[src/rtl/channel_encoder_filter.sv]
// Two-channel encoder input conditioner: synchronise each pin, apply polarity, then
// glitch-filter the level on a shared prescaled strobe and report rising/falling edges.
module channel_encoder_filter (
    input  logic       pe_enc_clk,
    input  logic       pe_enc_rstn,
    input  logic       pe_enc_logic_clr,
    input  logic       r_ec1p,
    input  logic       r_ec1np,
    input  logic [3:0] r_ec1f,
    input  logic [1:0] r_ec1fpsc,
    input  logic       ec1p_pin,
    input  logic       ec1n_pin,
    output logic       ec1prefc,
    output logic       ec1nrefc,
    output logic       ec1prefc_first_detected,
    output logic       ec1nrefc_first_detected,
    output logic       ec1prefc_second_detected,
    output logic       ec1nrefc_second_detected,
    output logic       ec1prefc_first_valid,
    output logic       ec1nrefc_first_valid,
    output logic       ec1prefc_second_valid,
    output logic       ec1nrefc_second_valid
);

    logic [2:0] psc_cnt_q;
    logic [2:0] psc_mask;
    logic       strobe;

    always_comb begin
        psc_mask = 3'd0;
        case (r_ec1fpsc)
            2'd0:    psc_mask = 3'd0;
            2'd1:    psc_mask = 3'd1;
            2'd2:    psc_mask = 3'd3;
            default: psc_mask = 3'd7;
        endcase
    end

    assign strobe = ((psc_cnt_q & psc_mask) == 3'd0);

    always_ff @(posedge pe_enc_clk or negedge pe_enc_rstn) begin
        if (!pe_enc_rstn) begin
            psc_cnt_q <= 3'd0;
        end else if (pe_enc_logic_clr) begin
            psc_cnt_q <= 3'd0;
        end else begin
            psc_cnt_q <= psc_cnt_q + 3'd1;
        end
    end

    // Index 0 is the P channel, index 1 the N channel.
    logic [1:0] pin_w;
    logic [1:0] pol_w;
    logic [1:0] refc_w;
    logic [1:0] first_det_w;
    logic [1:0] second_det_w;
    logic [1:0] first_vld_w;
    logic [1:0] second_vld_w;

    assign pin_w = {ec1n_pin, ec1p_pin};
    assign pol_w = {r_ec1np, r_ec1p};

    genvar gi;
    generate
        for (gi = 0; gi < 2; gi++) begin : g_ch
            logic       s1_q;
            logic       s2_q;
            logic       lvl;
            logic       flt_q;
            logic       flt_d;
            logic       flt_prev_q;
            logic [3:0] flt_cnt_q;
            logic [3:0] flt_cnt_d;
            logic       first_vld_q;
            logic       second_vld_q;
            logic       first_det;
            logic       second_det;

            assign lvl        = s2_q ^ pol_w[gi];
            assign first_det  = flt_q & ~flt_prev_q;
            assign second_det = ~flt_q & flt_prev_q;

            // A count at or above the depth (depth lowered mid-run) accepts the new level.
            always_comb begin
                flt_d     = flt_q;
                flt_cnt_d = flt_cnt_q;
                if (strobe) begin
                    if (lvl == flt_q) begin
                        flt_cnt_d = 4'd0;
                    end else if (flt_cnt_q >= r_ec1f) begin
                        flt_d     = lvl;
                        flt_cnt_d = 4'd0;
                    end else begin
                        flt_cnt_d = flt_cnt_q + 4'd1;
                    end
                end
            end

            always_ff @(posedge pe_enc_clk or negedge pe_enc_rstn) begin
                if (!pe_enc_rstn) begin
                    s1_q         <= 1'b0;
                    s2_q         <= 1'b0;
                    flt_q        <= 1'b0;
                    flt_prev_q   <= 1'b0;
                    flt_cnt_q    <= 4'd0;
                    first_vld_q  <= 1'b0;
                    second_vld_q <= 1'b0;
                end else begin
                    s1_q <= pin_w[gi];
                    s2_q <= s1_q;
                    if (pe_enc_logic_clr) begin
                        // Load both filter stages with the live level so no edge is reported.
                        flt_q        <= lvl;
                        flt_prev_q   <= lvl;
                        flt_cnt_q    <= 4'd0;
                        first_vld_q  <= 1'b0;
                        second_vld_q <= 1'b0;
                    end else begin
                        flt_q      <= flt_d;
                        flt_prev_q <= flt_q;
                        flt_cnt_q  <= flt_cnt_d;
                        if (first_det) begin
                            first_vld_q <= 1'b1;
                        end
                        if (second_det && first_vld_q) begin
                            second_vld_q <= 1'b1;
                        end
                    end
                end
            end

            assign refc_w[gi]       = flt_q;
            assign first_det_w[gi]  = first_det;
            assign second_det_w[gi] = second_det;
            assign first_vld_w[gi]  = first_vld_q;
            assign second_vld_w[gi] = second_vld_q;
        end
    endgenerate

    assign ec1prefc                 = refc_w[0];
    assign ec1nrefc                 = refc_w[1];
    assign ec1prefc_first_detected  = first_det_w[0];
    assign ec1nrefc_first_detected  = first_det_w[1];
    assign ec1prefc_second_detected = second_det_w[0];
    assign ec1nrefc_second_detected = second_det_w[1];
    assign ec1prefc_first_valid     = first_vld_w[0];
    assign ec1nrefc_first_valid     = first_vld_w[1];
    assign ec1prefc_second_valid    = second_vld_w[0];
    assign ec1nrefc_second_valid    = second_vld_w[1];

endmodule
[config.mk]
export PLATFORM = sky130hd
export DESIGN_NAME = channel_encoder_filter
export DESIGN_NICKNAME = d
export VERILOG_FILES = /design/src/rtl/channel_encoder_filter.sv
export SDC_FILE = /design/constraint.sdc
export NUM_CORES = 1
export LEC_CHECK = 0
export ABC_AREA = 1
export BUFFER_PORTS_ARGS = -buffer_cell sky130_fd_sc_hd__buf_2
export CAP_MARGIN = 10
export CORE_ASPECT_RATIO = 0.5
export CORE_MARGIN = 2
export CORE_UTILIZATION = 40
export CTS_CLUSTER_SIZE = 30
export DETAILED_ROUTE_END_ITERATION = 10
export GPL_TIMING_DRIVEN = 0
export SETUP_SLACK_MARGIN = 0.3
export SLEW_MARGIN = 10
export SYNTH_ARGS = -nofsm -noshare
export SYNTH_HDL_FRONTEND = slang
export SYNTH_SLANG_ARGS = --single-unit
export TNS_END_PERCENT = 5
[constraint.sdc]
create_clock -name pe_enc_clk -period 1.5 [get_ports pe_enc_clk]
set_clock_uncertainty 0.2 [all_clocks]
set_input_delay 0.3 -clock pe_enc_clk [delete_from_list [all_inputs] [get_ports pe_enc_clk]]
set_output_delay 0.3 -clock pe_enc_clk [all_outputs]
set_load 0.05 [all_outputs]
==> qor.txt, run 1 <==
Status - finished, violations left
Violations in the final reports - negative hold slack, negative setup slack
WP data arrival - 1.01 ns
Rel. slew slack - 0.657
Type of the worst setup path - flop to output port
Worst slack on hold paths - -0.205 ns
Switching Share - 0.375
Seq/Total Area, Yosys - 0.431
Number of hold-repair buffers added at the cts stage - 2
Required arrival time at the worst endpoint - 1.00 ns
Clock power frac - 0.208
Share of layout cells above drive strength 1 - 0.354
Synth warn - 0
Number of remaining DRC errors - 0
LEAKAGE - 0.000960 µW
Antenna viol nets, final - 0
Count of maximum capacitance violations - 0
Path type of the worst min-delay path - primary input to asynchronous set/reset pin
WL/cell - 10.8 µm
Core Util, Final - 0.584
Number of endpoints with negative hold slack in the final report - 23
Cell-internal power - 1170 µW
Fraction of power consumed by combinational cells - 0.392
Number of storage elements in the synthesis netlist - 23
Number of antenna diodes - 0
Overflow left after global routing - 0
Most area-consuming cells after synthesis - sky130_fd_sc_hd__dfrtp_1 (43%), sky130_fd_sc_hd__nand2_1 (14%), sky130_fd_sc_hd__ha_1 (10%)
Area of the mapped netlist - 0.00134 mm²
Overall Global Routing Usage - 0.152
Time the final worst path needs with I/O delays and setup - 1.51 ns
CTS tree - built
Critical path peak fanout - 5
Placed insts - 230
Area growth from synthesis to layout - 34.8%
Pin count of the biggest net entering global routing - 24
Power density over the cells - 1040 mW/mm²
Vias per inst - 4.60
Final standard cell count with taps included and fillers excluded - 246
Cell types with the highest counts after synthesis - sky130_fd_sc_hd__nand2_1 (51), sky130_fd_sc_hd__inv_1 (29), sky130_fd_sc_hd__dfrtp_1 (23)
First element of the critical path - ec1prefc$_DFFE_PN0P_
Number of global-route vias before repair - 1056
Share of async-settable or async-resettable flops after synthesis - 1.00
Part of the power in registers - 0.399
Die boundary width - 85.7 µm
Clock buffer count from CTS - 3
FF-to-FF End - g_ch[1].flt_cnt_q[3]$_DFFE_PN0P_
Die Y-Extent - 44.9 µm
Number of I/O pins - 23
RSZ-0062 raised after global routing - true
Floorplan row count - 14
Type of element launching the critical path - flop
Share of Yosys cell area claimed by the top area cell type - 0.431
Final setup violating endpoints - 3
Violation count after the first detailed-route iteration - 29
Net Switching - 702 µW
Most frequently used cell type in the post-synthesis netlist - sky130_fd_sc_hd__nand2_1
Worst reg2reg path depth - 11
Part of the cycle the worst path needs - 1.01
Setup slack of the most critical reg-to-reg path - 0 ns
Post-DP HPWL - 1910 µm
Pre-CTS setup slack - -0.215 ns
Post-Synthesis Cells - 169
Final worst slack - -0.0150 ns
Final #Nets - 231
Total of fill cells in the finished design - 287
Yosys cell types - 21
Antenna violations before repair - 0
Root buffer cell - sky130_fd_sc_hd__clkbuf_8
TritonRoute pass-1 iters - 4
Skew-Pair Late Insertion Delay - 0.27 ns
Gp weighted congestion - 0.731
Net count after synthesis - 193
Buffer levels on the longest clock path - 2
Clock slew at the register clock pins of the worst setup and hold paths - 0.08 ns
Total number of vias - 1132
Clk sinks - 23
Slew Limit Fails - 0
R2r startpoint - g_ch[1].flt_cnt_q[0]$_DFFE_PN0P_
Buffers added on ports - 21
Placeable core region - 0.00308 mm²
Pin slew with the least headroom to its limit - 0.515 ns
Worst-case vdd ir drop - 0.621 mV
Number of flops mapped to enable cells by yosys - 0
Global-route wire length before repair - 4440 µm
H-tree depth - 1
Library cell occupying the most area in the post-synthesis netlist - sky130_fd_sc_hd__dfrtp_1
Area of the die - 0.00384 mm²
Avg Cell Area, Syn - 7.90 µm²
Starting density of the core - 0.433
Leading register cell type out of synthesis - sky130_fd_sc_hd__dfrtp_1
Achievable Freq - 660 MHz
Critical Path Sink Type - output port
Final wirelength - 2650 µm
==> worst max-delay path by stage <==
| stage | end | slack (ns) |
|---|---|---|
| after floorplan | ec1nrefc_first_detected | 0.02 |
| after global placement | g_ch[0].flt_cnt_q[0]$_DFFE_PN0P_ | -0.19 |
| after detailed placement | g_ch[0].flt_cnt_q[0]$_DFFE_PN0P_ | -0.22 |
| after CTS | ec1prefc_first_detected | -0.02 |
| after global routing | g_ch[1].flt_cnt_q[2]$_DFFE_PN0P_ | -0.11 |
| final | ec1prefc_second_detected | -0.01 |
==> worst max-delay path: stages, from the launching register on <==
cell and delay, ns:
sky130_fd_sc_hd__dfrtp_2 0.46, sky130_fd_sc_hd__nor2_4 0.14, sky130_fd_sc_hd__buf_8 0.15
==> per-layer routing <==
layer	GRT usage	up-vias	routed length (µm)
li1	-	591	-
met1	0.184	518	1280
met2	0.278	18	1230
met3	0.0439	5	115
met4	0.0286	0	21
met5	0	-	0
==> area by class of cell <==
| cell class | instances | area (µm²) | share of cell area |
|---|---|---|---|
| repair buffers | 33 | 263 | 0.146 |
| clock buffers | 4 | 45.0 | 0.0250 |
| flip-flops and latches | 23 | 578 | 0.321 |
| multi-input cells | 113 | 716 | 0.398 |
| well taps | 40 | 50.0 | 0.0278 |
| plain buffers | 2 | 22.5 | 0.0125 |
| inverters | 31 | 125 | 0.0695 |
==> stage by stage <==
stage / total power (µW) / area [µm²] / TNS, ns
after floorplan: 1170 / 1370 / 0
after global placement: 1290 / 1520 / -1.26
after detailed placement: 1300 / 1520 / -1.44
after CTS: 1850 / 1760 / -0.130
after global routing: 1990 / 1800 / -0.892
final: 1870 / 1800 / -0.0288
==> flip-flops by register name, indices dropped and copies added, names as in the netlist <==
signal,flops
g_ch.flt_cnt_q,8
ec1prefc_first_valid,1
g_ch.s2_q,2
ec1prefc_second_valid,1
ec1nrefc_first_valid,1
ec1nrefc_second_valid,1
g_ch.s1_q,2
ec1prefc,1
ec1nrefc,1
g_ch.flt_prev_q,2
psc_cnt_q,3
==> timing repair <==
item | CTS | global route
buffers inserted | 10 | 0
endpoints found under the hold margin | 25 | 23
gates resized for setup | 31 | 9
setup endpoints to repair | 20 | 21
pin swaps | 8 | 5
==> power groups by stage <==
stage | Clock (µW) | Combinational, µW | Sequential, µW
after floorplan | 0 | 331 | 842
after global placement | 0 | 530 | 763
after detailed placement | 0 | 539 | 766
after CTS | 396 | 704 | 748
after global routing | 422 | 805 | 759
final | 390 | 734 | 747
==> cells in the final DEF, fill, tap and decap left out <==
cell and instances:
sky130_fd_sc_hd__buf_2 11, sky130_fd_sc_hd__inv_2 8, sky130_fd_sc_hd__o21ai_0 2, sky130_fd_sc_hd__buf_8 2, sky130_fd_sc_hd__nor2_4 6, sky130_fd_sc_hd__inv_1 21, sky130_fd_sc_hd__clkbuf_1 1, sky130_fd_sc_hd__dlygate4sd3_1 2
sky130_fd_sc_hd__nand2_4 1, sky130_fd_sc_hd__nand4_1 1, sky130_fd_sc_hd__inv_8 1, sky130_fd_sc_hd__xor2_1 1, sky130_fd_sc_hd__clkinv_2 1, sky130_fd_sc_hd__buf_6 8, sky130_fd_sc_hd__o21ai_1 1, sky130_fd_sc_hd__dfrtp_1 21
sky130_fd_sc_hd__clkbuf_8 3, sky130_fd_sc_hd__ha_1 8, sky130_fd_sc_hd__buf_4 10, sky130_fd_sc_hd__nor2_2 1, sky130_fd_sc_hd__o21ai_2 3, sky130_fd_sc_hd__a21oi_2 1, sky130_fd_sc_hd__ha_4 3, sky130_fd_sc_hd__a21oi_1 6
sky130_fd_sc_hd__nand2_2 7, sky130_fd_sc_hd__nand2_1 49, sky130_fd_sc_hd__nand3_4 2, sky130_fd_sc_hd__dfrtp_2 2, sky130_fd_sc_hd__nand3_1 10, sky130_fd_sc_hd__nand3_2 1, sky130_fd_sc_hd__nor2_1 10, sky130_fd_sc_hd__clkbuf_4 2
==> logic make-up (layout without fill, tap and decap cells) <==
group | after synthesis | in the layout | share of synthesized area
AOI/OAI and AO/OA | 13 | 13 | 0.0515
xor gates and xnor gates | 1 | 1 | 0.00656
adders and majority gates | 11 | 11 | 0.103
buffers and inverters | 33 | 70 | 0.111
DFF | 23 | 23 | 0.431
and+or+nand+nor | 88 | 88 | 0.297
Power figures use the tool's default switching activity.
==> run 2, diff against run 1 <==
--- a/config.mk
+++ b/config.mk
@@ -15,4 +15,5 @@
 export DETAILED_ROUTE_END_ITERATION = 10
 export GPL_TIMING_DRIVEN = 0
+export MAX_ROUTING_LAYER = met4
 export SETUP_SLACK_MARGIN = 0.3
 export SLEW_MARGIN = 10
==> constraint.sdc (replaced) <==
create_clock -name pe_enc_clk -period 1.5 [get_ports pe_enc_clk]
set_clock_uncertainty 0.2 [all_clocks]
set_input_delay 0.075 -clock pe_enc_clk [delete_from_list [all_inputs] [get_ports pe_enc_clk]]
set_output_delay 0.075 -clock pe_enc_clk [all_outputs]
set_load 0.05 [all_outputs]
==> run 2 against run 1 <==
- critical path depth rose by 9
- wire length down 0.64%
- final area decreased by 0.83%
- first-iteration DRC count grew 6.9%
- utilization down 0.49 points
- clock power rose by 3%
- the flow now finishes without violations
==> qor.txt, run 2 (same netlist as run 1, synthesis figures left out) <==
Path type of the worst min-delay path - primary input to flop
Fraction of power consumed by combinational cells - 0.372
Vias per inst - 4.61
RSZ-0062 raised after global routing - true
LEAKAGE - 0.000948 µW
Clock slew at the register clock pins of the worst setup and hold paths - 0.09 ns
Delay contributed by the slowest stage of the critical path - 0.37 ns
Gp weighted congestion - 0.753
Worst slack on hold paths - 0.00973 ns
Final setup violating endpoints - 0
Root buffer cell - sky130_fd_sc_hd__clkbuf_8
Crit path cell chain - inv_2 > ha_4 > inv_2 > nand2_1 > nand2_1 > nand2_2 > nand2_2 > nand2_4 > nand3_1 > nand2_1 > nand2_1
Cell-internal power - 1130 µW
Starting density of the core - 0.433
Overflow left after global routing - 0
Post-route cell area - 0.00178 mm²
Skew-Pair Late Insertion Delay - 0.27 ns
Placeable core region - 0.00308 mm²
Rel. slew slack - 0.650
Part of the cycle the worst path needs - 0.993
Achievable Freq - 671 MHz
CTS tree - built
Slew Limit Fails - 0
H-tree depth - 1
Final worst slack - 0.0103 ns
Status - finished, final reports clean
Required arrival time at the worst endpoint - 1.46 ns
Area of the die - 0.00384 mm²
Worst Path Buf+Inv - 2
Dpl cell area - 0.00153 mm²
Critical Path Sink Type - flop
Violation count after the first detailed-route iteration - 31
Die Y-Extent - 44.9 µm
Pin slew with the least headroom to its limit - 0.526 ns
Core Util, Final - 0.579
Most used cell, CP - sky130_fd_sc_hd__nand2_1
Final wirelength - 2630 µm
Buffer levels on the longest clock path - 2
Area growth from synthesis to layout - 33.6%
Time the final worst path needs with I/O delays and setup - 1.49 ns
Most heavily used metal layer in global routing - met2
Clock power frac - 0.219
Routing usage on met2 - 0.244
Flip-flop count of the largest register, all copies and words added - 8
Total of fill cells in the finished design - 300
Critical path peak fanout - 4
Final #Nets - 230
Number of antenna diodes - 0
Worst-case vdd ir drop - 0.617 mV
Switching Share - 0.387
Antenna violations before repair - 0
Die boundary width - 85.7 µm
Net Switching - 711 µW
Most common cell after layout, fill and taps aside - sky130_fd_sc_hd__nand2_1
Overall Global Routing Usage - 0.167
Post-DP HPWL - 1920 µm
Pin count of the biggest net entering global routing - 24
Type of the worst setup path - flop to flop
Met1 layer usage reported by global route - 0.229
Top Family by Delay on Critical Path - simple AND/OR/NAND/NOR gates
WP data arrival - 1.45 ns
Number of I/O pins - 23
Largest register by flop count - g_ch.flt_cnt_q
Clk sinks - 23
Number of remaining DRC errors - 0
Buffers added on ports - 21
Floorplan row count - 14
Power density over the cells - 1030 mW/mm²
Most frequent cells in the layout - sky130_fd_sc_hd__nand2_1 (48), sky130_fd_sc_hd__inv_1 (21), sky130_fd_sc_hd__dfrtp_1 (21)
Setup Total Neg Slack - 0 ns
Part of the power in registers - 0.410
Total number of vias - 1130
Share of layout cells above drive strength 1 - 0.351
Antenna viol nets, final - 0
Crit path max-delay cell type - sky130_fd_sc_hd__dfrtp_1
Number of global-route vias before repair - 1070
Pre-CTS setup slack - -0.128 ns
Clock buffer count from CTS - 3
Number of endpoints with negative hold slack in the final report - 0
Count of maximum capacitance violations - 0
Global-route wire length before repair - 4820 µm
Type of element launching the critical path - flop
WL/cell - 10.7 µm
Regs by FF count - g_ch.flt_cnt_q (8), psc_cnt_q (3)
Global routing met3 resource utilization - 0.0420
TritonRoute pass-1 iters - 4
run 2: cell count changes in the layout (fill, tap and decap cells not counted), sizes merged:
cell and change:
clkinvlp +1, clkbuf -3, dlygate4sd3 +3, buf -2
run 2: per-layer routing:
| metal | vias up | share of wire |
|---|---|---|
| li1 | 591 | - |
| met2 | 20 | 0.44 |
| met4 | 0 | 0.013 |
| met3 | 4 | 0.040 |
| met1 | 515 | 0.51 |
| met5 | - | 0 |
run 2: cell type report:
cell class | instances | area (µm²) | area share
Inverter | 31 | 125 | 0.0701
Clock buffer | 3 | 41.3 | 0.0231
Multi-Input combinational cell | 113 | 722 | 0.405
Clock inverter | 1 | 7.51 | 0.00421
Buffer | 2 | 22.5 | 0.0126
Sequential cell | 23 | 578 | 0.324
Timing Repair Buffer | 32 | 238 | 0.133
Tap cell | 40 | 50.0 | 0.0281
run 2: per-stage QoR:
step / power, µW / instances
global placement: 1300 / 230
global route: 1970 / 245
finish: 1840 / 245
floorplan: 1180 / 169
CTS: 1840 / 243
detailed placement: 1310 / 230
run 2: final timing paths:
check                                                 start  slack, ns  cells past startpoint                            to
setup / recovery           g_ch[1].flt_cnt_q[0]$_DFFE_PN0P_       0.01                     11          ec1nrefc$_DFFE_PN0P_
hold / removal                                       r_ec1p       0.01                      5  g_ch[0].flt_prev_q$_DFF_PN0_
setup reg to reg           g_ch[1].flt_cnt_q[0]$_DFFE_PN0P_       0.01                     11          ec1nrefc$_DFFE_PN0P_
hold reg to reg                      g_ch[1].s1_q$_DFF_PN0_       0.15                      0        g_ch[1].s2_q$_DFF_PN0_
max in group asynchronous                       pe_enc_rstn       0.60                      2          ec1nrefc$_DFFE_PN0P_
min in group asynchronous                       pe_enc_rstn       0.11                      2        g_ch[1].s1_q$_DFF_PN0_
run 2: power groups by stage:
stage	clock network, µW	logic (µW)	registers, µW
after floorplan	0	335	840
after global placement	0	537	762
after detailed placement	0	547	765
after CTS	421	659	756
after global routing	443	759	765
final	402	683	753
run 2: timing repair:
item	CTS	global route
pin swaps	15	5
setup buffers	4	2
setup endpoints to repair	18	20
hold buffers	5	0
hold endpoints to repair	34	0
resized for setup	27	6
run 2: tightest hold or removal path: stages:
cell and delay, ns:
sky130_fd_sc_hd__buf_2 0.09, sky130_fd_sc_hd__nand2_1 0.06, sky130_fd_sc_hd__nand2_1 0.10, sky130_fd_sc_hd__nand2_1 0.05, sky130_fd_sc_hd__o21ai_0 0.07
